### src/rtl/switch_debounce.sv
// Switch conditioner: 2-flop synchronizer plus per-line stability counter with edge pulses.
// Latency: a held raw level reaches switches on the (DEBOUNCE_CYCLES+2)th clock edge.
// Backpressure: none; a free-running sampler with no handshake.
module switch_debounce #(
  parameter int WIDTH           = 10,
  parameter int DEBOUNCE_CYCLES = 500000,
  parameter int CNT_W           = $clog2(DEBOUNCE_CYCLES)
) (
  input  logic             clk,
  input  logic             reset_n,
  input  logic [WIDTH-1:0] sw_raw,
  output logic [WIDTH-1:0] switches,
  output logic [WIDTH-1:0] sw_rise,
  output logic [WIDTH-1:0] sw_fall,
  output logic             changed
);

  // Terminal count: a mismatch seen while the counter sits here is accepted.
  localparam logic [CNT_W-1:0] CNT_MAX = CNT_W'(DEBOUNCE_CYCLES - 1);

  logic [WIDTH-1:0]            sync1;
  logic [WIDTH-1:0]            sync2;
  logic [WIDTH-1:0]            stable;
  logic [WIDTH-1:0][CNT_W-1:0] cnt;

  logic [WIDTH-1:0]            stable_d;
  logic [WIDTH-1:0][CNT_W-1:0] cnt_d;
  logic [WIDTH-1:0]            rise_d;
  logic [WIDTH-1:0]            fall_d;
  logic                        changed_d;

  // Two-flop synchronizer; sync1 is the only reader of the asynchronous inputs.
  always_ff @(posedge clk or negedge reset_n) begin
    if (!reset_n) begin
      sync1 <= '0;
      sync2 <= '0;
    end else begin
      sync1 <= sw_raw;
      sync2 <= sync1;
    end
  end

  // Per-line next state: count consecutive mismatches, restart on any agreement,
  // accept the new level once the count has reached its terminal value.
  always_comb begin
    stable_d = stable;
    rise_d   = '0;
    fall_d   = '0;
    cnt_d    = '0;
    for (int i = 0; i < WIDTH; i++) begin
      if (sync2[i] != stable[i]) begin
        if (cnt[i] == CNT_MAX) begin
          stable_d[i] = sync2[i];
          rise_d[i]   = sync2[i];
          fall_d[i]   = ~sync2[i];
        end else begin
          cnt_d[i] = cnt[i] + CNT_W'(1);
        end
      end
    end
    changed_d = |(rise_d | fall_d);
  end

  // Debounce state and registered edge pulses, all updating on the same edge.
  always_ff @(posedge clk or negedge reset_n) begin
    if (!reset_n) begin
      stable  <= '0;
      cnt     <= '0;
      sw_rise <= '0;
      sw_fall <= '0;
      changed <= 1'b0;
    end else begin
      stable  <= stable_d;
      cnt     <= cnt_d;
      sw_rise <= rise_d;
      sw_fall <= fall_d;
      changed <= changed_d;
    end
  end

  assign switches = stable;

endmodule
### config.mk
export PLATFORM = sky130hd
export DESIGN_NAME = switch_debounce
export DESIGN_NICKNAME = d
export VERILOG_FILES = /design/src/rtl/switch_debounce.sv
export SDC_FILE = /design/constraint.sdc
export NUM_CORES = 1
export LEC_CHECK = 0
export CORE_MARGIN = 2
export CORE_UTILIZATION = 60
export CTS_BUF_LIST = sky130_fd_sc_hd__clkbuf_8
export CTS_CLUSTER_DIAMETER = 100
export DETAILED_ROUTE_END_ITERATION = 8
export PLACE_DENSITY_LB_ADDON = 0.15
export SKIP_LAST_GASP = 1
export SLEW_MARGIN = 20
export SYNTH_ARGS = -nofsm -noshare
export SYNTH_HDL_FRONTEND = slang
export SYNTH_SLANG_ARGS = --single-unit
### constraint.sdc
create_clock -name clk -period 2.01 [get_ports clk]
set_input_delay 0.402 -clock clk [delete_from_list [all_inputs] [get_ports clk]]
set_output_delay 0.402 -clock clk [all_outputs]
set_load 0.01 [all_outputs]
==> summary.txt <==
Outcome
  • Status: finished clean

Clocking
  • H-tree Lvls: 2
  • Clock sinks: 241
  • Root Driver: clkbuf_8
  • Worst skew pair latency: 0.53 ns
  • CTS clock-pin slew for the worst setup and hold paths: around 0.05 ns
  • CTS Buffer Depth: 3
  • CTS tree: yes
  • CTS buffer count: 41

Synth
  • Post-synthesis cell count: roughly 1,000
  • Post-Syn Nets: around 1,000
  • Top-area cell type share of the netlist area: between 50% and 60%
  • YS warnings: 0
  • FF+latch count, synth: 241
  • Sequential area share after synthesis: a little under three fifths
  • Top FF cell, synth: dfrtp_1
  • Count of flip-flops with a built-in enable after synthesis: 0
  • Yosys cell types: 40
  • Syn Std Cell Area: 0.01076 mm²
  • Count leader, synth: dfrtp_1
  • Most frequent cells after synthesis: 241 x dfrtp_1, 218 x nor2_1, 110 x xor2_1, 73 x nand2_1, 73 x xnor2_1
  • Asr flop ratio synth: 100.0%
  • Yosys top cell by area: dfrtp_1
  • Top post-synthesis cells by area: dfrtp_1 56%, xor2_1 9.0%, nor2_1 7.6%, xnor2_1 5.9%, nand3_1 3.1%
  • Mean post-synth cell area: approximately 11 µm²

Place
  • Routability cong.: 0.8200
  • Placed insts: about 1,300
  • Buffers on Ports: 42
  • HPWL after DPL: 13,110 µm

Critical path
  • CP max-delay cell: clkdlybuf4s50_1
  • Worst path max stage delay: 0.57 ns
  • Crit end category: output pin
  • Worst path top cell family by delay: buffers and inverters
  • Worst path required time: between 1.5 and 2 ns
  • Setup CP Type: flip-flop to output pin
  • Worst setup SP type: flip-flop
  • Crit Reg-Reg Startpoint: cnt[95]$_DFF_PN0_
  • Cell Chain, Critical Path: clkdlybuf4s50_1
  • CP startpoint: switches[4]$_DFFE_PN0P_
  • CP Buf/Inv Count: 1
  • Worst Path Max Fanout: 6
  • Crit path DAT: 1.54 ns

Global route
  • Vias in the first global route: about 7,400
  • Initial antenna violation count: 0
  • GRT Overall Usage: between 20% and 30%
  • Largest net degree at the start of global routing: 62
  • First-pass GRT wire length: approximately 34,000 µm
  • GR Overflow Total: 0

Finish
  • Nets: 1,149
  • # fillers: 1,233
  • FF+latch area: between 0.006 and 0.007 mm²
  • Area occupied by multi-input gates: 0.004593 mm²
  • Final cell count without fillers: roughly 1,400
  • Layout cells sized above 1: 10.37%
  • Antenna diodes: 0
  • Area growth syn-to-layout: 17.05%

STA
  • Final hold viol count: 0
  • Clk_skew: between 0.015 and 0.02 ns
  • Final Critical Period: 1.943 ns
  • Final cycle utilization of the critical path: a little under 100%
  • Rel. slew slack: roughly two thirds
  • Post-route setup TNS: 0 ns
  • RSZ-0062 raised after global routing: no
  • Final setup violation count: 0
  • F_max: about 510 MHz
  • Worst-margin pin slew: just under 0.5 ns
  • Slew Viols, Final: 0

Drt
  • Starting DRT DRC Count: approximately 350
  • Met1 Wirelength: between 9000 and 10,000 µm
  • Routed wl met2: approximately 9300 µm
  • Uppermost routed layer: met4
  • Met3 WL: between 600 and 700 µm
  • Via count: 7,391
  • WL/cell: around 14 µm
  • Routed WL: 19,610 µm
  • Final ANT Viol Nets: 0
  • Vias per cell: approximately 5.3
  • Final routed DRC violation total: 0
  • DR pass1 iterations: 5

Floorplanning
  • Initial Util: about three fifths
  • Die area: between 0.015 and 0.02 mm²
  • Vert. Die Dim: roughly 140 µm
  • DIE WIDTH: roughly 140 µm
  • Core Box Area: around 0.017 mm²
  • Ports: 43
  • Cell Rows: 48

Pwr
  • Pwr dens: about 800 mW/mm²
  • Maximum VDD drop: 683.0 µV
  • Cell leakage power: approximately 5.5 nW

Flow run
  • Max-Cap Viols: 0

Min path
  • Hold Crit Class: primary input to flip-flop
  • HP Start: sw_raw[5]
==> final timing paths <==
check,end,slack (ns),cells past startpoint
hold reg to reg,sync2[3]$_DFF_PN0_,0.34,0
hold / removal,sync1[5]$_DFF_PN0_,0.31,1
max in group asynchronous,cnt[68]$_DFF_PN0_,1.00,3
setup reg to reg,switches[5]$_DFFE_PN0P_,0.15,5
setup / recovery,switches[4],0.07,1
min in group asynchronous,sync1[2]$_DFF_PN0_,0.41,2
==> metal layers <==
layer  vias to the layer above  global-route usage [%]
met5                         -                       0
li1                       3668                       -
met2                       102                   35.26
met4                         0                   7.426
met3                        30                   4.313
met1                      3591                   30.24
==> logic make-up after synthesis <==
kind of cell	share of synthesized area, %
xor gates and xnor gates	14.89
and+or+nand+nor	24.95
AOI/OAI and AO/OA	0.5580
adders and majority gates	1.163
DFF	56.03
muxes	1.081
buffers and inverters	1.325
==> stage by stage <==
stage	total power [mW]	hold slack (ns)	worst slack [ns]	cell area (µm²)	utilization [%]
floorplan	5.195	0.1064	0.1759	10760	-
global placement	5.398	0.3335	0.1363	11710	67.24
detailed placement	5.408	0.3358	0.07140	11710	67.24
CTS	9.932	0.2767	0.007863	12580	72.25
global route	10.23	0.2738	0.002749	12600	72.33
finish	9.787	0.3074	0.06710	12600	72.33
==> state kept, by name, indices dropped and copies added (netlist names) <==
register  flops
sw_rise      10
cnt         190
sw_fall      10
changed       1
switches     10
sync1        10
sync2        10
==> where the power goes <==
group	internal, mW	total (mW)	switching, mW
sequential	4.92	4.99	0.0671
combinational	0.121	0.324	0.203
clock	2.57	4.47	1.91
total	7.61	9.79	2.18
==> layout make-up <==
class                   count  area share [%]
well taps                 225           2.235
inverters                  17          0.5065
flip-flops and latches    241           47.90
multi-input cells         751           36.46
clock buffers              55           6.009
clock inverters            18          0.8342
repair buffers             75           6.058
==> cells in the final DEF (no fill, tap or decap), drive strengths merged, types with 10 or more instances in the layout <==
| cell | n |
|---|---|
| ha | 10 |
| clkbuf | 55 |
| nand2 | 75 |
| xor2 | 110 |
| clkdlybuf4s50 | 41 |
| and3 | 29 |
| nand3 | 67 |
| inv | 27 |
| nand4 | 46 |
| buf | 33 |
| nor2 | 218 |
| xnor2 | 73 |
| dfrtp | 241 |
| mux2 | 10 |
| nor4 | 15 |
| nor3 | 23 |
| nor3b | 21 |
| and4 | 16 |
==> timing repair <==
action | 4_1_cts | 5_1_grt
endpoints found under the setup margin | 0 | 35
gates resized for setup | 0 | 4
hold endpoints to repair | 55 | 0
hold buffers | 1 | 0
buffers inserted | 0 | 1
No activity file was read; power rests on OpenSTA's default activity.
